### src/rtl/sync_fifo_prog_if.sv
// Producer/consumer signal bundle for sync_fifo_prog.
// Widths follow the FIFO parameters, so instantiate it with the same values as the FIFO.
interface sync_fifo_prog_if #(
  parameter int FIFO_WIDTH = 16,
  parameter int FIFO_DEPTH = 12
);
  localparam int CNT_W = $clog2(FIFO_DEPTH + 1);

  logic                  wr_en;
  logic                  rd_en;
  logic [FIFO_WIDTH-1:0] data_in;
  logic [CNT_W-1:0]      af_thresh;
  logic [CNT_W-1:0]      ae_thresh;
  logic                  err_clr;
  logic [FIFO_WIDTH-1:0] data_out;
  logic                  data_valid;
  logic                  wr_ack;
  logic                  overflow;
  logic                  underflow;
  logic                  full;
  logic                  empty;
  logic                  almostfull;
  logic                  almostempty;
  logic [CNT_W-1:0]      count;
  logic                  sticky_ovf;
  logic                  sticky_udf;

  modport master (
    output wr_en, rd_en, data_in, af_thresh, ae_thresh, err_clr,
    input  data_out, data_valid, wr_ack, overflow, underflow, full, empty,
           almostfull, almostempty, count, sticky_ovf, sticky_udf
  );

  modport slave (
    input  wr_en, rd_en, data_in, af_thresh, ae_thresh, err_clr,
    output data_out, data_valid, wr_ack, overflow, underflow, full, empty,
           almostfull, almostempty, count, sticky_ovf, sticky_udf
  );
endinterface

### src/rtl/sync_fifo_prog.sv
// Synchronous FIFO with arbitrary depth, programmable almost-full/almost-empty
// thresholds, occupancy count, read-valid strobe and sticky error flags.
module sync_fifo_prog #(
  parameter int FIFO_WIDTH = 16,
  parameter int FIFO_DEPTH = 12
) (
  input logic            clk,
  input logic            rst,
  sync_fifo_prog_if.slave bus
);
  localparam int CNT_W = $clog2(FIFO_DEPTH + 1);
  localparam int PTR_W = (FIFO_DEPTH > 1) ? $clog2(FIFO_DEPTH) : 1;

  logic [FIFO_WIDTH-1:0] mem [FIFO_DEPTH];
  logic [PTR_W-1:0]      wr_ptr;
  logic [PTR_W-1:0]      rd_ptr;
  logic [CNT_W-1:0]      count_q;
  logic [CNT_W-1:0]      count_next;
  logic [FIFO_WIDTH-1:0] data_out_q;
  logic                  data_valid_q;
  logic                  wr_ack_q;
  logic                  overflow_q;
  logic                  underflow_q;
  logic                  sticky_ovf_q;
  logic                  sticky_udf_q;
  logic                  wr_ok;
  logic                  rd_ok;

  // Pointers wrap explicitly because the depth need not be a power of two.
  function automatic logic [PTR_W-1:0] ptr_inc(input logic [PTR_W-1:0] p);
    return (p == PTR_W'(FIFO_DEPTH - 1)) ? '0 : p + PTR_W'(1);
  endfunction

  assign wr_ok = bus.wr_en && (count_q < CNT_W'(FIFO_DEPTH));
  assign rd_ok = bus.rd_en && (count_q != '0);

  always_comb begin
    count_next = count_q;
    case ({wr_ok, rd_ok})
      2'b10:   count_next = count_q + CNT_W'(1);
      2'b01:   count_next = count_q - CNT_W'(1);
      default: count_next = count_q;
    endcase
  end

  always_ff @(posedge clk) begin
    if (wr_ok) begin
      mem[wr_ptr] <= bus.data_in;
    end
  end

  always_ff @(posedge clk or posedge rst) begin
    if (rst) begin
      wr_ptr       <= '0;
      rd_ptr       <= '0;
      count_q      <= '0;
      data_out_q   <= '0;
      data_valid_q <= 1'b0;
      wr_ack_q     <= 1'b0;
      overflow_q   <= 1'b0;
      underflow_q  <= 1'b0;
      sticky_ovf_q <= 1'b0;
      sticky_udf_q <= 1'b0;
    end else begin
      if (wr_ok) begin
        wr_ptr <= ptr_inc(wr_ptr);
      end
      if (rd_ok) begin
        rd_ptr     <= ptr_inc(rd_ptr);
        data_out_q <= mem[rd_ptr];
      end
      count_q      <= count_next;
      data_valid_q <= rd_ok;
      wr_ack_q     <= wr_ok;
      overflow_q   <= bus.wr_en && !wr_ok;
      underflow_q  <= bus.rd_en && !rd_ok;
      // A new event in the same cycle as err_clr keeps the flag set.
      if (bus.wr_en && !wr_ok) begin
        sticky_ovf_q <= 1'b1;
      end else if (bus.err_clr) begin
        sticky_ovf_q <= 1'b0;
      end
      if (bus.rd_en && !rd_ok) begin
        sticky_udf_q <= 1'b1;
      end else if (bus.err_clr) begin
        sticky_udf_q <= 1'b0;
      end
    end
  end

  assign bus.data_out    = data_out_q;
  assign bus.data_valid  = data_valid_q;
  assign bus.wr_ack      = wr_ack_q;
  assign bus.overflow    = overflow_q;
  assign bus.underflow   = underflow_q;
  assign bus.count       = count_q;
  assign bus.full        = (count_q == CNT_W'(FIFO_DEPTH));
  assign bus.empty       = (count_q == '0);
  assign bus.almostfull  = (bus.af_thresh != '0) && (count_q >= bus.af_thresh);
  assign bus.almostempty = (count_q <= bus.ae_thresh);
  assign bus.sticky_ovf  = sticky_ovf_q;
  assign bus.sticky_udf  = sticky_udf_q;
endmodule

### src/flat_wrapper.sv
// flat-port wrapper written by rule: the top's interface ports become plain ports
module sync_fifo_prog_flat 
#(
  parameter int FIFO_WIDTH = 16,
  parameter int FIFO_DEPTH = 12
)
  (clk, rst, bus_wr_en, bus_rd_en, bus_data_in, bus_af_thresh, bus_ae_thresh, bus_err_clr, bus_data_out, bus_data_valid, bus_wr_ack, bus_overflow, bus_underflow, bus_full, bus_empty, bus_almostfull, bus_almostempty, bus_count, bus_sticky_ovf, bus_sticky_udf);
  sync_fifo_prog_if #(.FIFO_WIDTH(FIFO_WIDTH), .FIFO_DEPTH(FIFO_DEPTH)) bus_i ();
  input logic clk;
  input logic rst;
  input wire logic [$bits(bus_i.wr_en)-1:0] bus_wr_en;
  input wire logic [$bits(bus_i.rd_en)-1:0] bus_rd_en;
  input wire logic [$bits(bus_i.data_in)-1:0] bus_data_in;
  input wire logic [$bits(bus_i.af_thresh)-1:0] bus_af_thresh;
  input wire logic [$bits(bus_i.ae_thresh)-1:0] bus_ae_thresh;
  input wire logic [$bits(bus_i.err_clr)-1:0] bus_err_clr;
  output wire logic [$bits(bus_i.data_out)-1:0] bus_data_out;
  output wire logic [$bits(bus_i.data_valid)-1:0] bus_data_valid;
  output wire logic [$bits(bus_i.wr_ack)-1:0] bus_wr_ack;
  output wire logic [$bits(bus_i.overflow)-1:0] bus_overflow;
  output wire logic [$bits(bus_i.underflow)-1:0] bus_underflow;
  output wire logic [$bits(bus_i.full)-1:0] bus_full;
  output wire logic [$bits(bus_i.empty)-1:0] bus_empty;
  output wire logic [$bits(bus_i.almostfull)-1:0] bus_almostfull;
  output wire logic [$bits(bus_i.almostempty)-1:0] bus_almostempty;
  output wire logic [$bits(bus_i.count)-1:0] bus_count;
  output wire logic [$bits(bus_i.sticky_ovf)-1:0] bus_sticky_ovf;
  output wire logic [$bits(bus_i.sticky_udf)-1:0] bus_sticky_udf;
  assign bus_i.wr_en = bus_wr_en;
  assign bus_i.rd_en = bus_rd_en;
  assign bus_i.data_in = bus_data_in;
  assign bus_i.af_thresh = bus_af_thresh;
  assign bus_i.ae_thresh = bus_ae_thresh;
  assign bus_i.err_clr = bus_err_clr;
  assign bus_data_out = bus_i.data_out;
  assign bus_data_valid = bus_i.data_valid;
  assign bus_wr_ack = bus_i.wr_ack;
  assign bus_overflow = bus_i.overflow;
  assign bus_underflow = bus_i.underflow;
  assign bus_full = bus_i.full;
  assign bus_empty = bus_i.empty;
  assign bus_almostfull = bus_i.almostfull;
  assign bus_almostempty = bus_i.almostempty;
  assign bus_count = bus_i.count;
  assign bus_sticky_ovf = bus_i.sticky_ovf;
  assign bus_sticky_udf = bus_i.sticky_udf;
  sync_fifo_prog #(.FIFO_WIDTH(FIFO_WIDTH), .FIFO_DEPTH(FIFO_DEPTH)) u_core (.clk(clk), .rst(rst), .bus(bus_i));
endmodule
### config.mk
export PLATFORM = sky130hd
export DESIGN_NAME = sync_fifo_prog_flat
export DESIGN_NICKNAME = d
export VERILOG_FILES = /design/src/rtl/sync_fifo_prog_if.sv /design/src/rtl/sync_fifo_prog.sv /design/src/flat_wrapper.sv
export SDC_FILE = /design/constraint.sdc
export NUM_CORES = 1
export LEC_CHECK = 0
export ABC_AREA = 1
export BUFFER_PORTS_ARGS = -buffer_cell sky130_fd_sc_hd__buf_2
export CORE_ASPECT_RATIO = 0.75
export CORE_MARGIN = 2
export CORE_UTILIZATION = 45
export CTS_CLUSTER_SIZE = 24
export DETAILED_ROUTE_END_ITERATION = 12
export GPL_ROUTABILITY_DRIVEN = 1
export GPL_TIMING_DRIVEN = 0
export HOLD_SLACK_MARGIN = 0.03
export PLACE_DENSITY = 0.72
export SLEW_MARGIN = 20
export SYNTH_ARGS = -nofsm -noshare
export SYNTH_HDL_FRONTEND = slang
export SYNTH_SLANG_ARGS = --single-unit
### constraint.sdc
create_clock -name clk -period 6.1 [get_ports clk]
set_input_delay 1.22 -clock clk [delete_from_list [all_inputs] [get_ports clk]]
set_output_delay 1.22 -clock clk [all_outputs]
set_load 0.1 [all_outputs]
After elaboration in Yosys (flattened, before gate mapping) --
Memories as Yosys holds them, arrays and structs flattened. A register that Yosys moved wholly into a read port is not among the register bits. Index checks and enable logic that the tools add are counted.
Storage, ports and cells: register bits after elaboration 18, RAM bits 192, memories 1, output and inout port bits 30, bits in latches 0, bits of input ports 29, bits in read-only memories 0
Memories:
- u_core.mem | words 12, bits a word 16, read ports 1, clocked after memory_dff 1, wr ports 1, line sync_fifo_prog.sv:14 | logic [FIFO_WIDTH-1:0] mem [FIFO_DEPTH];
Cells by class: bitwise operators 0, order comparisons 3, $mul 0, eq/ne operators 5, multiplexer cells 8, reduce and logical (&&, ||, !) cells 13, div/mod/pow operators 0, shift operators 0, $add $sub $neg 4
Operators by type and width (count):
- adder 4 x 1 -> 4 bit (second input constant) | 3
- equality test 4 bit (second input constant) | 3
- two-way mux 4 bit | 2
- case mux 4 bit (2 select lines) | 1
- nonzero test 4 bit | 2
- nonzero test 2 bit | 3
- logical AND 1 bit | 5
- two-way mux 1 bit | 5
- greater-or-equal comparator 4 bit | 1
- <= comparator 4 bit | 1
- logical NOT 4 bit | 1
- < comparator 4 bit (second input constant) | 1
- subtractor 4 x 1 -> 4 bit (second input constant) | 1
- equality test 2 x 1 -> 1 bit (second input constant) | 1
- equality test 2 bit (second input constant) | 1
- logical NOT 1 bit | 2

Logic depth before layout (Yosys ltp) --
word-level depth 5, gate-level depth with buffers 12, depth with buffers taken out 11

Worst setup path before layout --
OpenSTA, ideal clock, no wires.
path kind input to output, start point input port bus_ae_thresh[3], end point output port bus_almostempty, arrival time 3.692 ns, path slack 1.188 ns, cell stages on the path 4, data required time 4.880 ns, cell sequence inv_1 > ha_1 > nand2_1 > o21ai_0
Between the ends: cells in the longest elaborated chain, start to end 1
Ends and longest elaborated chain:
- start, declared | line flat_wrapper.sv:15 | input wire logic [$bits(bus_i.ae_thresh)-1:0] bus_ae_thresh;
- <= comparator 4 bit | line sync_fifo_prog.sv:100 | assign bus.almostempty = (count_q <= bus.ae_thresh);
- end, declared | line flat_wrapper.sv:25 | output wire logic [$bits(bus_i.almostempty)-1:0] bus_almostempty;
No other way between the ends.

Worst setup path after layout --
Ends and elaborated chain as after synthesis.

==> flow_metrics.env <==
export IMPL_syn_inst=894
export IMPL_vdd_drop_max_mv=0.3264
export IMPL_drtIter0Drc=670
export IMPL_number_of_buffer_cells_added_on_primary_ports=58
export IMPL_clock_latency_at_the_later_pin_of_the_worst_skew_pair_ns=0.50
export IMPL_timing_critical_path_to_type="output port"
export IMPL_cts_max_level=1
export IMPL_clock_slew_seen_by_the_registers_of_the_worst_setup_and_hold_paths_ns=0.06
export IMPL_relative_slew_margins_pct=39.67
export IMPL_via_count=6788
export IMPL_synth_largest_area_cell="sky130_fd_sc_hd__edfxtp_1"
export IMPL_n_antenna_cell=0
export IMPL_start_util_pct=45.85
export IMPL_cts_hold_fix_buffers=0
export IMPL_final_nets=1043
export IMPL_syn_num_nets=940
export IMPL_critical_path_peak_fanout=2
export IMPL_fillers=1827
export IMPL_post_cts_buffers=0
export IMPL_worst_r2r_startpoint="u_core.bus.count[3]"
export IMPL_cp_startpoint="bus_ae_thresh[3]"
export IMPL_holdWs_ns=0.4757
export IMPL_worst_setup_path_type="primary input to output port"
export IMPL_number_of_antenna_violations_at_the_first_check_in_global_routing=1
export IMPL_synth_commonest_cells="sky130_fd_sc_hd__nand2_1, sky130_fd_sc_hd__edfxtp_1, sky130_fd_sc_hd__nand3_1"
export IMPL_final_seq_area_sq_um=6616
export IMPL_library_cells_used_by_synthesis=28
export IMPL_setup_tns_after_final_layout_ns=0
export IMPL_holdPathEnd="u_core.bus.data_out[14]"
export IMPL_fmaxAchievable_mhz=275.2
export IMPL_drive_gt1_share_pct=16.60
export IMPL_post_cts_resized=0
export IMPL_globalRouteOverflowTotal=0
export IMPL_drv_cap=0
export IMPL_fin_worst_skew_ns=0.008558
export IMPL_yosysMostFrequentCell="sky130_fd_sc_hd__nand2_1"
export IMPL_drt_pass1_iterations=5
export IMPL_timing_max_transition_violations_final=0
export IMPL_yosys_warnings=0
export IMPL_cts_buffers=23
export IMPL_global_route_wire_length_before_repair_microns=35740
export IMPL_syn_mean_instance_area_sq_um=10.83
export IMPL_grtUsageTotal_pct=20.78
export IMPL_fp_row_count=46
export IMPL_synth_async_reset_ratio_pct=15.04
export IMPL_synth_top_cells_by_area="sky130_fd_sc_hd__edfxtp_1, sky130_fd_sc_hd__nand2_1, sky130_fd_sc_hd__nand3_1"
export IMPL_utilization_pct=53.19
export IMPL_tritoncts="yes"
export IMPL_gp_congestion=0.8240
export IMPL_cts_sinks=226
export IMPL_path_class_of_the_lowest_slack_min_delay_path="register to register"
export IMPL_timing_critical_path_slowest_stage_cell="sky130_fd_sc_hd__buf_2"
export IMPL_static_leakage_power_nw=4.810
export IMPL_report_final_setup_viol=0
export IMPL_detailed_place_hpwl_microns=15840
export IMPL_fin_crit_ns=3.633
export IMPL_final_hold_violation_count=0
export IMPL_ctsRootBufferMaster="sky130_fd_sc_hd__clkbuf_16"
export IMPL_worst_hold_path_num_cells=2
export IMPL_outcome="completed"
export IMPL_ys_flop_type="sky130_fd_sc_hd__edfxtp_1"
export IMPL_maximum_number_of_pins_on_one_net_before_global_route_repair=32
export IMPL_synth_edf_count=192
export IMPL_reg2reg_slack_ns=3.65
export IMPL_post_drt_wl_per_cell_microns=17.81
export IMPL_pin_count=59
export IMPL_ant_nets=0
export IMPL_multi_input_comb_area_sq_um=2430
export IMPL_worst_slew_pin_transition_ns=0.9000
export IMPL_dp_cells=1260
export IMPL_critPathLaunchType="primary input"
export IMPL_final_cells=1300
export IMPL_critPathArrivalTime_ns=2.41
export IMPL_synth_top_cell_area_share_pct=59.53
export IMPL_worstHoldStart="u_core.bus.data_out[14]"
export IMPL_clock_path_buffers=3
export IMPL_critical_path_max_stage_delay_ns=0.45
export IMPL_synthToLayoutAreaGrowth_pct=16.01
export IMPL_die_width_microns=173.4
export IMPL_sequence_of_cells_on_the_critical_path="buf_2 > inv_1 > ha_1 > a21oi_1 > o21ai_0 > o21ai_0 > buf_2"
export IMPL_detail_route_wirelength_microns=23150
export IMPL_core_area_sq_um=21120
export IMPL_drc=0
export IMPL_required_ns=4.88
export IMPL_r2r_cells=5
export IMPL_first_global_vias=6394
export IMPL_final_period_utilization_pct=59.57
export IMPL_die_height_microns=131.0
export IMPL_part_of_the_yosys_area_used_for_sequential_elements_pct=68.32
export IMPL_synth_ff_latch_count=226
export IMPL_post_synth_instance_area_sq_um=9684
export IMPL_power_density_nw_per_um2=521.5
export IMPL_vias_per_instance=5.222
export IMPL_worstReg2RegEnd="u_core.mem[10][5]"
export IMPL_die_area_sq_um=22720
export IMPL_rsz_0062_raised_after_global_routing="no"
[stage by stage]
stage               worst slack (ns)  total power, mW  area (sq um)
floorplan                      1.188            3.886          9684
global placement               1.872            4.511         10330
detailed placement             2.473            4.607         10580
CTS                            2.458            5.855         11230
global route                   2.375            6.166         11230
finish                         2.467            5.859         11230
[cells in the final DEF, fill, tap and decap left out, drive strengths merged]
master | synthesis | final
a21oi | 4 | 4
ha | 16 | 16
xnor2 | 3 | 3
nor2 | 10 | 10
nand2 | 276 | 276
xor2 | 2 | 2
or2 | 1 | 1
o21ai | 12 | 12
nand4 | 1 | 1
nor3 | 12 | 12
fa | 1 | 1
o211ai | 1 | 1
edfxtp | 192 | 192
buf | 39 | 117
o22ai | 1 | 1
dfrtp | 34 | 34
clkbuf | 3 | 30
clkinvlp | 0 | 1
inv | 112 | 113
nand3 | 172 | 172
clkinv | 2 | 13
[power by group]
part / switching (mW) / leakage [nW] / internal, mW
clock network: 0.555 / 0.322 / 0.690
registers: 0.106 / 2.15 / 1.92
logic: 1.96 / 2.33 / 0.625
[area by class of cell]
type / count / area share (%)
Timing Repair Buffer: 78 / 4.299
Clock buffer: 27 / 5.257
Sequential cell: 226 / 58.89
Tap cell: 288 / 3.207
Buffer: 42 / 2.317
Clock inverter: 13 / 0.5680
Multi-Input combinational cell: 512 / 21.63
Inverter: 114 / 3.831
[state kept, by name, indices dropped and copies added (netlist names)]
signal and flops:
u_core.bus.wr_ack 1, u_core.wr_ptr 4, u_core.bus.sticky_udf 1, u_core.bus.underflow 1, u_core.bus.data_valid 1, u_core.bus.count 4, u_core.bus.overflow 1, u_core.mem 192
u_core.bus.data_out 16, u_core.rd_ptr 4, u_core.bus.sticky_ovf 1
[routing by layer]
| metal | up-vias | wire length, microns | part of all wire, % | global-route usage (%) |
|---|---|---|---|---|
| li1 | 3180 | - | - | - |
| met2 | 310 | 10110 | 44 | 31.44 |
| met4 | 0 | 688 | 3.0 | 7.677 |
| met3 | 51 | 2471 | 11 | 4.138 |
| met5 | - | 0 | 0 | 0 |
| met1 | 3247 | 9882 | 43 | 30.06 |
[worst max-delay path: cells and delay by family]
| kind | cells | cell delay (ns) |
|---|---|---|
| adder cells (fa/ha/maj) | 1 | 0.29 |
| buffers and inverters | 3 | 0.55 |
| AO/OA/AOI/OAI | 3 | 0.34 |
[cells by family (layout without fill, tap and decap cells)]
group / after synthesis / in the layout / synth area share (%)
simple gates: 472 / 472 / 20.85
xor+xnor: 5 / 5 / 0.4523
compound gates: 18 / 18 / 0.9691
fa+ha+maj: 17 / 17 / 2.274
flops: 226 / 226 / 68.32
buf+inv: 156 / 274 / 7.132
[how the worst max path moves through the flow]
| stage | slack, ns | to |
|---|---|---|
| global route | 2.38 | bus_almostfull |
| detailed placement | 2.47 | bus_almostempty |
| global placement | 1.87 | u_core.mem[6][15] |
| floorplan | 1.19 | bus_almostempty |
| finish | 2.47 | bus_almostempty |
| CTS | 2.46 | bus_almostempty |
No activity file was read; power rests on OpenSTA's default activity.
